[src/rtl/cordic_pkg.sv]
// Shared types and constants for the iterative CORDIC rotator.
package cordic_pkg;

   typedef enum logic [1:0] {
      IDLE   = 2'd0,
      ROTATE = 2'd1,
      DONE   = 2'd2
   } state_e;

   localparam int ITER_MAX = 16;

   // Gain K after 16 micro-rotations; the datapath does not compensate it.
   localparam real CORDIC_GAIN = 1.6467602581210654;

   // round(atan(2^-i) * 2^m / pi); evaluated at elaboration only.
   function automatic logic [63:0] atan_lut(input int i, input int m);
      real a;
      a = $atan(2.0 ** (-i)) * (2.0 ** m) / 3.14159265358979323846;
      return 64'(longint'(a));
   endfunction

endpackage

[src/rtl/cordic_rot_step.sv]
// One combinational CORDIC micro-rotation in rotation mode (drive z toward 0).
module cordic_rot_step
   import cordic_pkg::*;
#(
   parameter int N = 31,
   parameter int M = 31
) (
   input  logic signed [N:0] x,
   input  logic signed [N:0] y,
   input  logic signed [M:0] z,
   input  logic        [3:0] shift,
   input  logic signed [M:0] atan_val,
   output logic signed [N:0] x_nxt,
   output logic signed [N:0] y_nxt,
   output logic signed [M:0] z_nxt
);

   logic signed [N:0] xs;
   logic signed [N:0] ys;

   assign xs = x >>> shift;
   assign ys = y >>> shift;

   always_comb begin
      x_nxt = x - ys;
      y_nxt = y + xs;
      z_nxt = z - atan_val;
      if (z[M]) begin
         x_nxt = x + ys;
         y_nxt = y - xs;
         z_nxt = z + atan_val;
      end
   end

endmodule

[src/rtl/cordic_rotator.sv]
// Iterative CORDIC rotator, one micro-rotation per clock, valid/ready on both sides.
// Optional CORDIC_QUAD_CORRECT_EN folds a +/-90 degree pre-rotation into the load.
module cordic_rotator
   import cordic_pkg::*;
#(
   parameter int N    = 31,
   parameter int M    = 31,
   parameter int ITER = 16
) (
   input  logic              clk,
   input  logic              rst_n,
   input  logic              in_valid,
   output logic              in_ready,
   input  logic signed [N:0] x_in,
   input  logic signed [N:0] y_in,
   input  logic signed [M:0] angle_in,
   output logic              out_valid,
   input  logic              out_ready,
   output logic signed [N:0] x_out,
   output logic signed [N:0] y_out
);

   localparam logic [3:0] LAST = 4'(ITER - 1);

   state_e                  state;
   logic              [3:0] cnt;
   logic signed       [N:0] xr, yr, xn, yn, x_ld, y_ld;
   logic signed       [M:0] zr, zn, z_ld;
   logic [ITER_MAX-1:0][M:0] atan_tab;

   for (genvar g = 0; g < ITER_MAX; g++) begin : g_lut
      localparam logic [63:0] LUT = atan_lut(g, M);
      assign atan_tab[g] = LUT[M:0];
   end

`ifdef CORDIC_QUAD_CORRECT_EN
   localparam logic signed [M:0] HALF = {2'b01, {(M-1){1'b0}}};

   // Beyond +/-pi/2 swap axes so the residual angle stays in CORDIC range.
   always_comb begin
      x_ld = x_in;
      y_ld = y_in;
      z_ld = angle_in;
      if (angle_in > HALF) begin
         x_ld = -y_in;
         y_ld = x_in;
         z_ld = angle_in - HALF;
      end else if (angle_in < -HALF) begin
         x_ld = y_in;
         y_ld = -x_in;
         z_ld = angle_in + HALF;
      end
   end
`else
   assign x_ld = x_in;
   assign y_ld = y_in;
   assign z_ld = angle_in;
`endif

   cordic_rot_step #(.N(N), .M(M)) u_step (
      .x        (xr),
      .y        (yr),
      .z        (zr),
      .shift    (cnt),
      .atan_val (atan_tab[cnt]),
      .x_nxt    (xn),
      .y_nxt    (yn),
      .z_nxt    (zn)
   );

   always_ff @(posedge clk or negedge rst_n) begin
      if (!rst_n) begin
         state <= IDLE;
         cnt   <= '0;
         xr    <= '0;
         yr    <= '0;
         zr    <= '0;
         x_out <= '0;
         y_out <= '0;
      end else begin
         case (state)
            IDLE: if (in_valid) begin
               xr    <= x_ld;
               yr    <= y_ld;
               zr    <= z_ld;
               cnt   <= '0;
               state <= ROTATE;
            end
            ROTATE: begin
               xr <= xn;
               yr <= yn;
               zr <= zn;
               if (cnt == LAST) begin
                  x_out <= xn;
                  y_out <= yn;
                  state <= DONE;
               end else begin
                  cnt <= cnt + 4'd1;
               end
            end
            DONE: if (out_ready) state <= IDLE;
            default: state <= IDLE;
         endcase
      end
   end

   assign in_ready  = (state == IDLE);
   assign out_valid = (state == DONE);

endmodule

[config.mk]
export PLATFORM = sky130hd
export DESIGN_NAME = cordic_rotator
export DESIGN_NICKNAME = d
export VERILOG_FILES = /design/src/rtl/cordic_pkg.sv /design/src/rtl/cordic_rot_step.sv /design/src/rtl/cordic_rotator.sv
export SDC_FILE = /design/constraint.sdc
export NUM_CORES = 1
export LEC_CHECK = 0
export CAP_MARGIN = 20
export CORE_MARGIN = 2
export CORE_UTILIZATION = 53
export DETAILED_ROUTE_END_ITERATION = 6
export PLACE_DENSITY_LB_ADDON = 0.2
export SLEW_MARGIN = 20
export SYNTH_ARGS = -nofsm -noshare
export SYNTH_HDL_FRONTEND = slang
export SYNTH_SLANG_ARGS = --single-unit
[constraint.sdc]
create_clock -name clk -period 20.8 [get_ports clk]
set_input_delay 4.16 -clock clk [delete_from_list [all_inputs] [get_ports clk]]
set_output_delay 4.16 -clock clk [all_outputs]
set_load 0.02 [all_outputs]
# == Word-level counts from Yosys, hierarchy flattened ==
# Memory sizes are Yosys's and may differ from the RTL's.
# Index checks and enable logic that the tools add are counted.
# word_totals
regBits,166
latch_bits,0
ramBits,0
rom_bits,512
output_inout_bits,66
wordCells,48
mem_count,1
# memory_table
name,depth,width,read_ports,rd_clocked_by_memory_dff,write_ports,line_no,source
(name not given),16,32,1,0,0,cordic_rotator.sv:65,".atan_val (atan_tab[cnt]),"
# op_classes
addsub,7
multipliers,0
div,0
magnitude_cmp,1
eq_ne,7
shift,2
muxes,17
n_bitwise,0
reduce_logical,6
# ops
op,count
two-way mux 32 bit,7
case mux 32 bit (2 select lines),3
adder 32 bit,3
subtractor 32 bit,3
>>> shifter 32 x 4 -> 32 bit,2
two-way mux 4 bit,2
case mux 4 bit (2 select lines),1
two-way mux 2 bit,3
inequality test 2 bit (second input constant),3
case mux 2 bit (3 select lines),1
AND reduction 3 bit,2
less-than comparator 4 x 5 -> 1 bit (second input constant),1
adder 4 x 1 -> 4 bit (second input constant),1
equality test 4 bit (second input constant),1
AND reduction 2 bit,2
equality test 2 x 1 -> 1 bit (second input constant),1
equality test 2 bit (second input constant),1
zero test 2 bit,1
inequality test 2 x 1 -> 1 bit (second input constant),1
nonzero test 2 bit,1

# == Depth between registers and ports, before layout ==
# Gate-level depths: netlist of run 1.
# logic_depth
word_depth,5
mapped_depth,30
mapped_depth_nobuf,23

# == Cells and area by module ==
# Synthesis of run 1 repeated with hierarchy kept, for this count alone.
# hier_totals
cells_unflattened,2133
hier_area_um2,18535.3
# by_module_without_submodules
mod,n_inst,cells_per_inst,area_per_inst_um2,seq_area_each_um2
cordic_rot_step,1,1374,10490.1,0.0
cordic_rotator,1,759,8045.2,4154.0

# == Worst setup path before layout of run 1 ==
# OpenSTA, ideal clock, no wires.
# synth_path
path_kind,register to register
start,reg cnt[0]
end,reg zr[28]
t_arrival_ns,6.596
t_required_ns,20.676
path_slack_ns,14.080
stages_incl_launch_ff,29
n_path_buf,8
period_less_slack_ns,6.720
cell_sequence,dfrtp_1 > buf_2 > inv_1 > buf_2 > buf_1 > buf_1 > clkbuf_1 > ha_1 > clkbuf_1 > nor2_1 > o31ai_1 > and3_1 > nand3_1 > a211oi_1 > nand3b_1 > and2_1 > buf_2 > xor2_1 > ha_1 > clkbuf_1 > a21o_1 > a21o_1 > a21o_1 > a21o_1 > a221o_1 > a221o_1 > a2111oi_0 > nor4_1 > o31a_1
# synth_between
elab_chain_len,5
# synth_rtl
element,line_no,source
start: declaration,cordic_rotator.sv:26,logic [3:0] cnt;
start signal: assignment,cordic_rotator.sv:98,cnt <= cnt + 4'd1;
memory (16 x 32 bit) *,--,
two-way mux 32 bit (implied by the code) *,cordic_rotator.sv:65,
subtractor 32 bit / adder 32 bit (equally long branches),"cordic_rot_step.sv:27, cordic_rot_step.sv:31",
two-way mux 32 bit *,cordic_rot_step.sv:28,if (z[M]) begin
case mux 32 bit (2 select lines) *,cordic_rotator.sv:81,case (state)
end signal: assignment,cordic_rotator.sv:85,zr <= z_ld;
end signal: assignment,cordic_rotator.sv:92,zr <= zn;
end: declaration,cordic_rotator.sv:28,"logic signed [M:0] zr, zn, z_ld;"
# Mark *: on every way between the ends. The rest lies on a longest branch, timed or not. The select of a mux whose other input is x is not followed.
# A chain may end at the register's enable or synchronous reset.

# == Worst setup path in the final report of run 1 ==
# layout_path
start,reg cnt[1]
end,reg zr[28]
# The elaborated chain is that of the path after synthesis.

==> results.ini, run 1 <==
[outcome]
status=finished, violations left
violations=DRC

[clock_tree]
ctsHoldBuffers=0
cts_buffers=17
clock_latency_ps=460
cts_resized=0
path_clk_slew_ps=70
cts_tree=yes
htreeDepth=4
clock-root-buffer=clkbuf_16
post_cts_buffers=0
cts_sinks=166
clockBufferDepth=2

[critical_path]
crit_path_end_kind=register
cp_num_buf_inv=1
r2r_cells=20
cp.arrival_ps=7730
setup.worst_path.start_class=register
required_ps=21140
cp_slowest_stage_delay_ps=800
cpLargestDelayFamily=compound AO/OA/AOI/OAI gates
path_depth=20
crit_type=register to register
crit_fanout=40
critPathSlowestCell=dfrtp_4
crit_chain=inv_1, ha_1, a21oi_1, a21oi_1, nor2b_1, and3_1, nand3_1, a211oi_1, nand3b_1, and2_1, xnor2_1, ha_1, a2111o_1, o22ai_1, o21ai_1, a221o_1, a221o_1, a2111oi_0, nor4_1, o31a_1

[route]
drt-pass1-iter-count=7
route.detailed.drc=1
num_vias=17400
detail-route-antenna-nets=0
drt-total-wl_mm=56.3
routed_via_density=6.33
drtIter0Drc=1205
wl_per_cell_um=20.5

[logic_synthesis]
synth.area.top_cells=dfrtp_1 23%, ha_1 8.3%, nand2_1 8.1%, mux4_2 6.6%, a21oi_1 5.4%
synthCells=2224
ys_types=81
async_reset_ff_frac=1.00
synth_edf_count=0
synth_top_area_frac=0.233
synth_fp_nets=2445
synth_area_per_cell_um2=8.01
ys.flop_type=dfrtp_1
yosysTopAreaCell=dfrtp_1
syn-cell-area_mm2=0.0178
yosys_warnings=0
yosys_register_bits=166
yosysSeqAreaShare=0.233

[sta]
slew_viol_final=0
clock_skew_ps=15.1
setup_violations=0
final-hold-violation-count=0
setup_tns_ps=0
rsz0062_at_grt=no
fmax_mhz=135
fin_crit_ps=7380
relSlewSlack=0.271
fin_crit_sh=0.355
max_slew.worst_pin.slew_ps=1090

[layout]
area_growth_pct=13.7
finalInstanceArea_mm2=0.0202
register_area_mm2=0.00417
multi_input_comb_area_mm2=0.0129
fin_nets=2507
drive_gt1_frac=0.0675
antenna_cells=0
fillCellCount=3023

[place]
placed_area_mm2=0.0196
portBuffers=165
gp_congestion=0.998
dpl.hpwl_mm=41.4

[die]
die_area_mm2=0.0351
start_util=0.535
ios=166
core.rowCount=67
coreArea_mm2=0.0333
die_height_um=187
fp.dieW_um=187

[global_routing]
overflow=0
antenna_found_initial=0
use_met2=0.537
grt_pass1_vias=16800
top_usage_layer=met2
grtUsageMet1=0.406
grt_pass1_wl_mm=90.2
grtUsageTotal=0.321
met3_usage=0.0567
grt_max_degree=106

[run]
maxCapViolCount=0

[min_path]
hold_class=register to register
hold-path-cell-count=2

-- cell usage after synthesis, drive strengths merged, types with 56 or more instances --
library cell and n:
o21ai 136, mux4 58, a31oi 72, dfrtp 166, a21o 60, clkbuf 88, nor2 171, nand2 384
xor2 75, xnor2 93, mux2i 57, a21oi 192, buf 56, ha 118
-- area by class of cell --
class | instances | share of cell area
clock inverters | 10 | 0.00896
clock buffers | 18 | 0.0217
repair buffers | 187 | 0.0904
inverters | 36 | 0.00668
flip-flops and latches | 166 | 0.206
multi-input cells | 1878 | 0.639
well taps | 448 | 0.0277
-- flip-flops by register name, indices dropped and copies added, names as in the netlist --
register,count
cnt,4
x_out,32
state,2
yr,32
xr,32
zr,32
y_out,32
-- through the flow --
| step | worst slack (ps) | util | cells | hold WS, ps |
|---|---|---|---|---|
| floorplan | 14080 | - | 2224 | 513 |
| global placement | 13760 | 0.589 | 2714 | 458 |
| detailed placement | 13600 | 0.589 | 2714 | 462 |
| CTS | 13570 | 0.608 | 2742 | 477 |
| global route | 13090 | 0.608 | 2743 | 493 |
| finish | 13420 | 0.608 | 2743 | 469 |
-- cells by family (layout without fill, tap and decap cells) --
| family | Yosys count | after routing | share of synthesized area |
|---|---|---|---|
| AO/OA/AOI/OAI | 670 | 670 | 0.237 |
| AND/OR/NAND/NOR | 782 | 782 | 0.198 |
| XOR/XNOR | 168 | 168 | 0.0826 |
| multiplexers | 137 | 137 | 0.121 |
| buffers and inverters | 180 | 251 | 0.0425 |
| flip-flops | 166 | 166 | 0.233 |
| adder cells (fa/ha/maj) | 121 | 121 | 0.0863 |
-- layer usage --
| layer | part of all wire | vias up |
|---|---|---|
| met5 | 0 | - |
| met4 | 0.045 | 0 |
| met3 | 0.067 | 166 |
| met2 | 0.48 | 706 |
| met1 | 0.41 | 8271 |
| li1 | - | 8211 |
-- placed cells by master, fill, tap and decap left out, drive strengths merged, types with 6 or more instances in the layout --
cell	Yosys	routed
a211oi	25	25
nand2b	20	20
clkbuf	88	18
o211ai	12	12
a21oi	192	192
o21bai	14	14
clkinv	2	6
nand2	384	384
a31oi	72	72
nand4	10	10
nor2	171	171
nand3	34	34
and3	50	50
mux4	58	58
xor2	75	75
a211o	6	6
or2	8	8
xnor2	93	93
inv	34	34
nor3	17	17
mux2	22	22
dfrtp	166	166
mux2i	57	57
and2	28	28
o22a	14	14
o21a	25	25
buf	56	23
a21o	60	60
o22ai	31	31
or4	7	7
or3	9	9
nor2b	17	17
o31ai	11	11
a2111oi	7	7
o21ai	136	136
ha	118	118
clkdlybuf4s50	0	164
-- worst min-delay path, delay by kind of cell (launching register included) --
family	cells	cell delay, ps
flip-flops	1	340
AND/OR/NAND/NOR	2	100
-- worst paths after layout --
path,from,to,slack [ps]
setup / recovery,cnt[1],zr[28],13420
hold / removal,y_out[12],y_out[12],470
setup reg to reg,cnt[1],zr[28],13420
hold reg to reg,y_out[12],y_out[12],470
max in group asynchronous,rst_n,cnt[3],15700
min in group asynchronous,rst_n,x_out[12],3670
Power of run 1 is left out: the tool's default activity adds up to more than one toggle a clock period on the data nets, which glitch-free logic cannot reach.
==> run 2, diff against run 1 <==
==> constraint.sdc (replaced) <==
create_clock -name clk -period 7.3 [get_ports clk]
set_input_delay 1.46 -clock clk [delete_from_list [all_inputs] [get_ports clk]]
set_output_delay 1.46 -clock clk [all_outputs]
set_load 0.02 [all_outputs]
==> results.ini, run 2 (same netlist as run 1, synthesis figures left out) <==
[sta]
rsz0062_at_grt=no
fin_crit_ps=6480  ; -903 ps
setup_violations=0  ; unchanged
holdWs_ps=476  ; +7.48 ps
slew_viol_final=0  ; unchanged
fmax_mhz=154  ; +14%
max_slew.worst_pin.slew_ps=1070  ; -23.9 ps
fin_crit_sh=0.888  ; +0.533
relSlewSlack=0.285  ; +0.0133
final-hold-violation-count=0  ; unchanged
setup_tns_ps=0  ; unchanged
clock_skew_ps=20.5  ; +5.40 ps

[run]
maxCapViolCount=0  ; unchanged

[outcome]
status=finished clean

[global_routing]
antenna_found_initial=1  ; +1
grt_max_degree=106  ; unchanged
overflow=0  ; unchanged
grt_pass1_vias=16700  ; -0.13%
grtUsageTotal=0.339  ; +0.0181
grt_pass1_wl_mm=93.5  ; +3.6%

[critical_path]
crit_chain=inv_1, buf_4, ha_1, a21oi_1, a21oi_1, nor2b_1, and3_1, nand3_1, a211oi_1, nand3b_1, and2_1, xnor2_1, ha_1, a2111o_1, o22ai_1, o21ai_1, a221o_1, a221o_1, a2111oi_0, nor4_1, o31a_1
crit_path_end_kind=register
cp_num_buf_inv=2  ; +1
required_ps=7650  ; -13490 ps
setup.worst_path.start_class=register
cp_slowest_stage_delay_ps=660  ; -140 ps
crit_fanout=21  ; -48%
critPathSlowestCell=a2111oi_0
r2r_start=cnt[1]
cp.arrival_ps=6830  ; -900 ps
cpLargestDelayFamily=compound AO/OA/AOI/OAI gates
crit_type=register to register
r2r_cells=21  ; +5.0%
crit_start=cnt[1]
r2r-end=zr[28]
rrSetupSlack_ps=820  ; -12600 ps

[min_path]
min_from=y_out[6]
hold_class=register to register
min_to=y_out[6]
hold-path-cell-count=2  ; unchanged

[layout]
final_util=0.609  ; +0.00113
fin_nets=2517  ; +0.40%
drive_gt1_frac=0.0728  ; +0.00522
area_growth_pct=13.9
fillCellCount=3047  ; +0.79%
finalInstanceArea_mm2=0.0203  ; +0.19%
register_area_mm2=0.00417  ; unchanged
final_cell_mix=382 x nand2_1, 192 x a21oi_1, 169 x nor2_1
multi_input_comb_area_mm2=0.0129  ; about the same
layout_commonest_cell=nand2_1

[route]
detail-route-antenna-nets=0  ; unchanged
drtIter0Drc=1536  ; +27%
routed_via_density=6.33  ; about the same
drt-pass1-iter-count=5  ; -2
wl_per_cell_um=21.7  ; +5.9%
route.detailed.drc=0  ; -1
num_vias=17400  ; +0.54%
drt-total-wl_mm=60.0  ; +6.4%

[die]
core.rowCount=67  ; unchanged
coreArea_mm2=0.0333  ; unchanged
start_util=0.535  ; unchanged
ios=166  ; unchanged
die_height_um=187  ; unchanged
die_area_mm2=0.0351  ; unchanged
fp.dieW_um=187  ; unchanged

[clock_tree]
path_clk_slew_ps=80  ; about the same
cts_tree=yes
clockBufferDepth=2  ; unchanged
htreeDepth=4  ; unchanged
cts_resized=0  ; unchanged
post_cts_buffers=0  ; unchanged
cts_buffers=17  ; unchanged
clock_latency_ps=470  ; about the same
cts_sinks=166  ; unchanged
ctsHoldBuffers=0  ; unchanged
clock-root-buffer=clkbuf_16

[place]
dpl.hpwl_mm=44.4  ; +7.3%
placed_area_mm2=0.0197  ; +0.52%
portBuffers=165  ; unchanged
gp_congestion=0.960  ; -3.8%

## run 2: worst register-to-register path, stage by stage, from the launching register on
cell       delay [ps]
dfrtp_4           620
inv_1              70
buf_4             230
ha_1              470
a21oi_1           120
a21oi_1           300
nor2b_1           290
and3_1            270
nand3_1           100
a211oi_1          260
nand3b_1          140
and2_1            310
xnor2_1           200
ha_1              280
a2111o_1          430
o22ai_1           280
o21ai_1           220
a221o_1           420
a221o_1           330
a2111oi_0         660
nor4_1            130
o31a_1            260
## run 2: layout make-up
| class | instances | share of cell area |
|---|---|---|
| multi-input cells | 1878 | 0.637 |
| inverters | 36 | 0.00666 |
| flip-flops and latches | 166 | 0.205 |
| clock inverters | 12 | 0.00574 |
| repair buffers | 197 | 0.0946 |
| well taps | 448 | 0.0276 |
| diodes | 1 | 0.000123 |
| clock buffers | 20 | 0.0225 |
## run 2: per-layer routing
metal,GRT usage,vias to the layer above,part of all wire
met5,0,-,0
met2,0.585,683,0.49
li1,-,8227,-
met3,0.0443,142,0.063
met1,0.427,8395,0.41
met4,0.147,0,0.041
## run 2: how the worst max path moves through the flow
| stage | to | slack (ps) | cells after the start |
|---|---|---|---|
| 2_1_floorplan | zr[28] | 580 | 28 |
| 3_3_place_gp | xr[31] | 1110 | 20 |
| 3_5_place_dp | zr[28] | 980 | 21 |
| 4_1_cts | zr[28] | 920 | 21 |
| 5_1_grt | zr[28] | 360 | 21 |
| 6_report | zr[28] | 820 | 21 |
## run 2: metrics by stage
step / instances / setup WS (ps)
after global placement: 2725 / 1110
after CTS: 2757 / 918
after floorplan: 2224 / 580
after global routing: 2757 / 358
final: 2758 / 819
after detailed placement: 2725 / 980
Power of run 2 is left out for the same reason.
==> variant: new RTL, settings of run 2 <==
Re-encode `state_e` (3 states) as one-hot, 3 bits wide.
--- a/src/rtl/cordic_pkg.sv
+++ b/src/rtl/cordic_pkg.sv
@@ -3,6 +3,6 @@
 
-   typedef enum logic [1:0] {
-      IDLE   = 2'd0,
-      ROTATE = 2'd1,
-      DONE   = 2'd2
+   typedef enum logic [2:0] {
+      IDLE   = 3'b001,
+      ROTATE = 3'b010,
+      DONE   = 3'b100
    } state_e;
Check against the original RTL: no difference found for any inputs over 10 cycles, from zero or initial values and one cycle with rst_n low; not proved beyond that.
==> variant against run 2 <==
  * Sequential cell count rose by 1
  * First-iteration DRC count shrank 5.4%
  * Final cell count decreased by 3.8%
  * Synthesized cell count down 4.9%
  * Count of clock-buffer cells in the layout did not move
  * Setup slack got worse by 0.086 ns
  * The run now ends with design-rule violations left
  * Routed wire length is 0.51% higher
  * Sequential share of layout area up 0.44 points
  * Critical path depth unchanged
  * Largest cell class unchanged
  * Area after synthesis is 1.4% lower
  * Cell area decreased by 1.5%
Power is not shown: default switching activity piles up to over one toggle a cycle in this logic, so the estimate is an artifact.
==> variant: results (changes against run 2) <==
placed_design:
  place_area_um2: 19400  # -1.6%
  place.port_buffers: 165  # unchanged
  gp_congestion: 1.07  # +11%
  place_hpwl_mm: 45.6  # +2.5%
clocking:
  cts_buffers: 17  # unchanged
  clock_latency_ns: 0.47  # about the same
  ctsLongestPathBuffers: 2  # unchanged
  clkTransAtPathRegs_ns: 0.07
  cts_resized: 0  # unchanged
  ctsHtreeMaxLevel: 4  # unchanged
  cts_root_buffer: "clkbuf_16"
  post_cts.repair.setup_buffers: 0  # unchanged
timing:
  slew_headroom_pct: 32.5  # +4.0 points
  finClkSkew_ns: 0.0131  # -0.00749 ns
  slew_violations: 0  # unchanged
finish:
  drive_gt1_share_pct: 8.60  # +1.3 points
  final_util_pct: 61.2  # +0.31 points
  antenna_cells: 0  # -1
  nFillCells: 2905  # -4.7%
  num-nets-final: 2420  # -3.9%
global_routing:
  grt_max_degree: 78  # -26%
  groute.usage.overall_pct: 35.1  # +1.2 points
  grt_pass1_vias: 16300  # -2.7%
  grt_pass1_wl_mm: 93.0  # -0.56%
  antenna_found_initial: 0  # -1
routing:
  firstDrtPassIters: 7  # +2
  drt_iter0_drc: 1453  # -5.4%
  route.detailed.drc: 2  # +2
  wirelength_mm: 60.3  # +0.51%
  via_per_inst: 6.42  # +1.6%
synth:
  ys_types: 96  # +19%
  yosysSeqAreaShare_pct: 23.8  # +0.47 points
  syn_nets: 2336  # -4.5%
  synth-async-reset-ratio_pct: 100  # unchanged
  synth-main-ff-cell: "dfrtp_1"
  yosys_warnings: 0  # unchanged
  synth.area.top_cells: "dfrtp_1 (24%), ha_1 (8.4%), nand2_1 (7.1%)"
  synthTopCellsByCount: "nand2_1 (330), a21oi_1 (180), dfrtp_1 (166), o21ai_0 (145), nor2_1 (140)"
run_status:
  violations: "design-rule violations"
  run_status: "finished with violations"
worst_hold_path:
  holdCritPathClass: "reg2reg"
worst_setup_path:
  worstPathMaxFanout: 33  # +57%
  cp.arrival_ns: 6.93  # +0.10 ns
## variant: cell families after synthesis
family / Yosys count / synth area share [%]
buffers and inverters: 173 / 4.60
and+or+nand+nor: 664 / 17.3
DFF: 167 / 23.8
muxes: 164 / 13.4
adders and majority gates: 121 / 8.75
xor gates and xnor gates: 170 / 8.48
AOI/OAI and AO/OA: 656 / 23.6
## variant: through the flow
stage          worst slack [ns]  cells
2_1_floorplan              1.61   2115
3_3_place_gp              0.979   2622
3_5_place_dp              0.919   2622
4_1_cts                   0.874   2652
5_1_grt                   0.246   2652
6_report                  0.732   2652
## variant: worst max-delay path, cell delays in order (launching register included)
cell and delay [ns]:
dfrtp_4 0.57, buf_4 0.42, clkinv_1 0.11, buf_4 0.25, ha_1 0.45, nor2_1 0.18
nor3b_1 0.07, a31oi_1 0.37, ha_1 0.26, nand3_1 0.13, o31ai_1 0.31, xor2_1 0.25
ha_1 0.32, a2111oi_0 0.40, o21ai_0 0.20, nor4bb_1 0.20, a2111oi_0 0.64, o21ai_0 0.34
a21oi_1 0.24, a311oi_1 0.13, or3_1 0.33, a31o_2 0.25
## variant: worst paths after layout
| path | slack (ns) | startpoint | cells after the start | end |
|---|---|---|---|---|
| max in group asynchronous | 5.12 | rst_n | 2 | cnt[1] |
| worst min-delay path | 0.48 | x_out[14] | 2 | x_out[14] |
| worst max-delay path | 0.73 | cnt[1] | 21 | zr[29] |
| worst min register to register | 0.48 | x_out[14] | 2 | x_out[14] |
| min in group asynchronous | 0.88 | rst_n | 1 | y_out[9] |
| worst max register to register | 0.73 | cnt[1] | 21 | zr[29] |
## variant: area by class of cell
cell class,count,area share (%)
multi-input cells,1775,63.1
clock inverters,10,0.620
inverters,44,0.827
clock buffers,20,2.29
well taps,442,2.77
flip-flops and latches,167,21.0
repair buffers,194,9.43
## variant: layer usage
layer	up-vias	wire, µm	GRT usage (%)
met3	134	5170	7.85
li1	7884	-	-
met4	0	2160	12.3
met2	789	27500	56.4
met5	-	0	0
met1	8232	25400	46.5
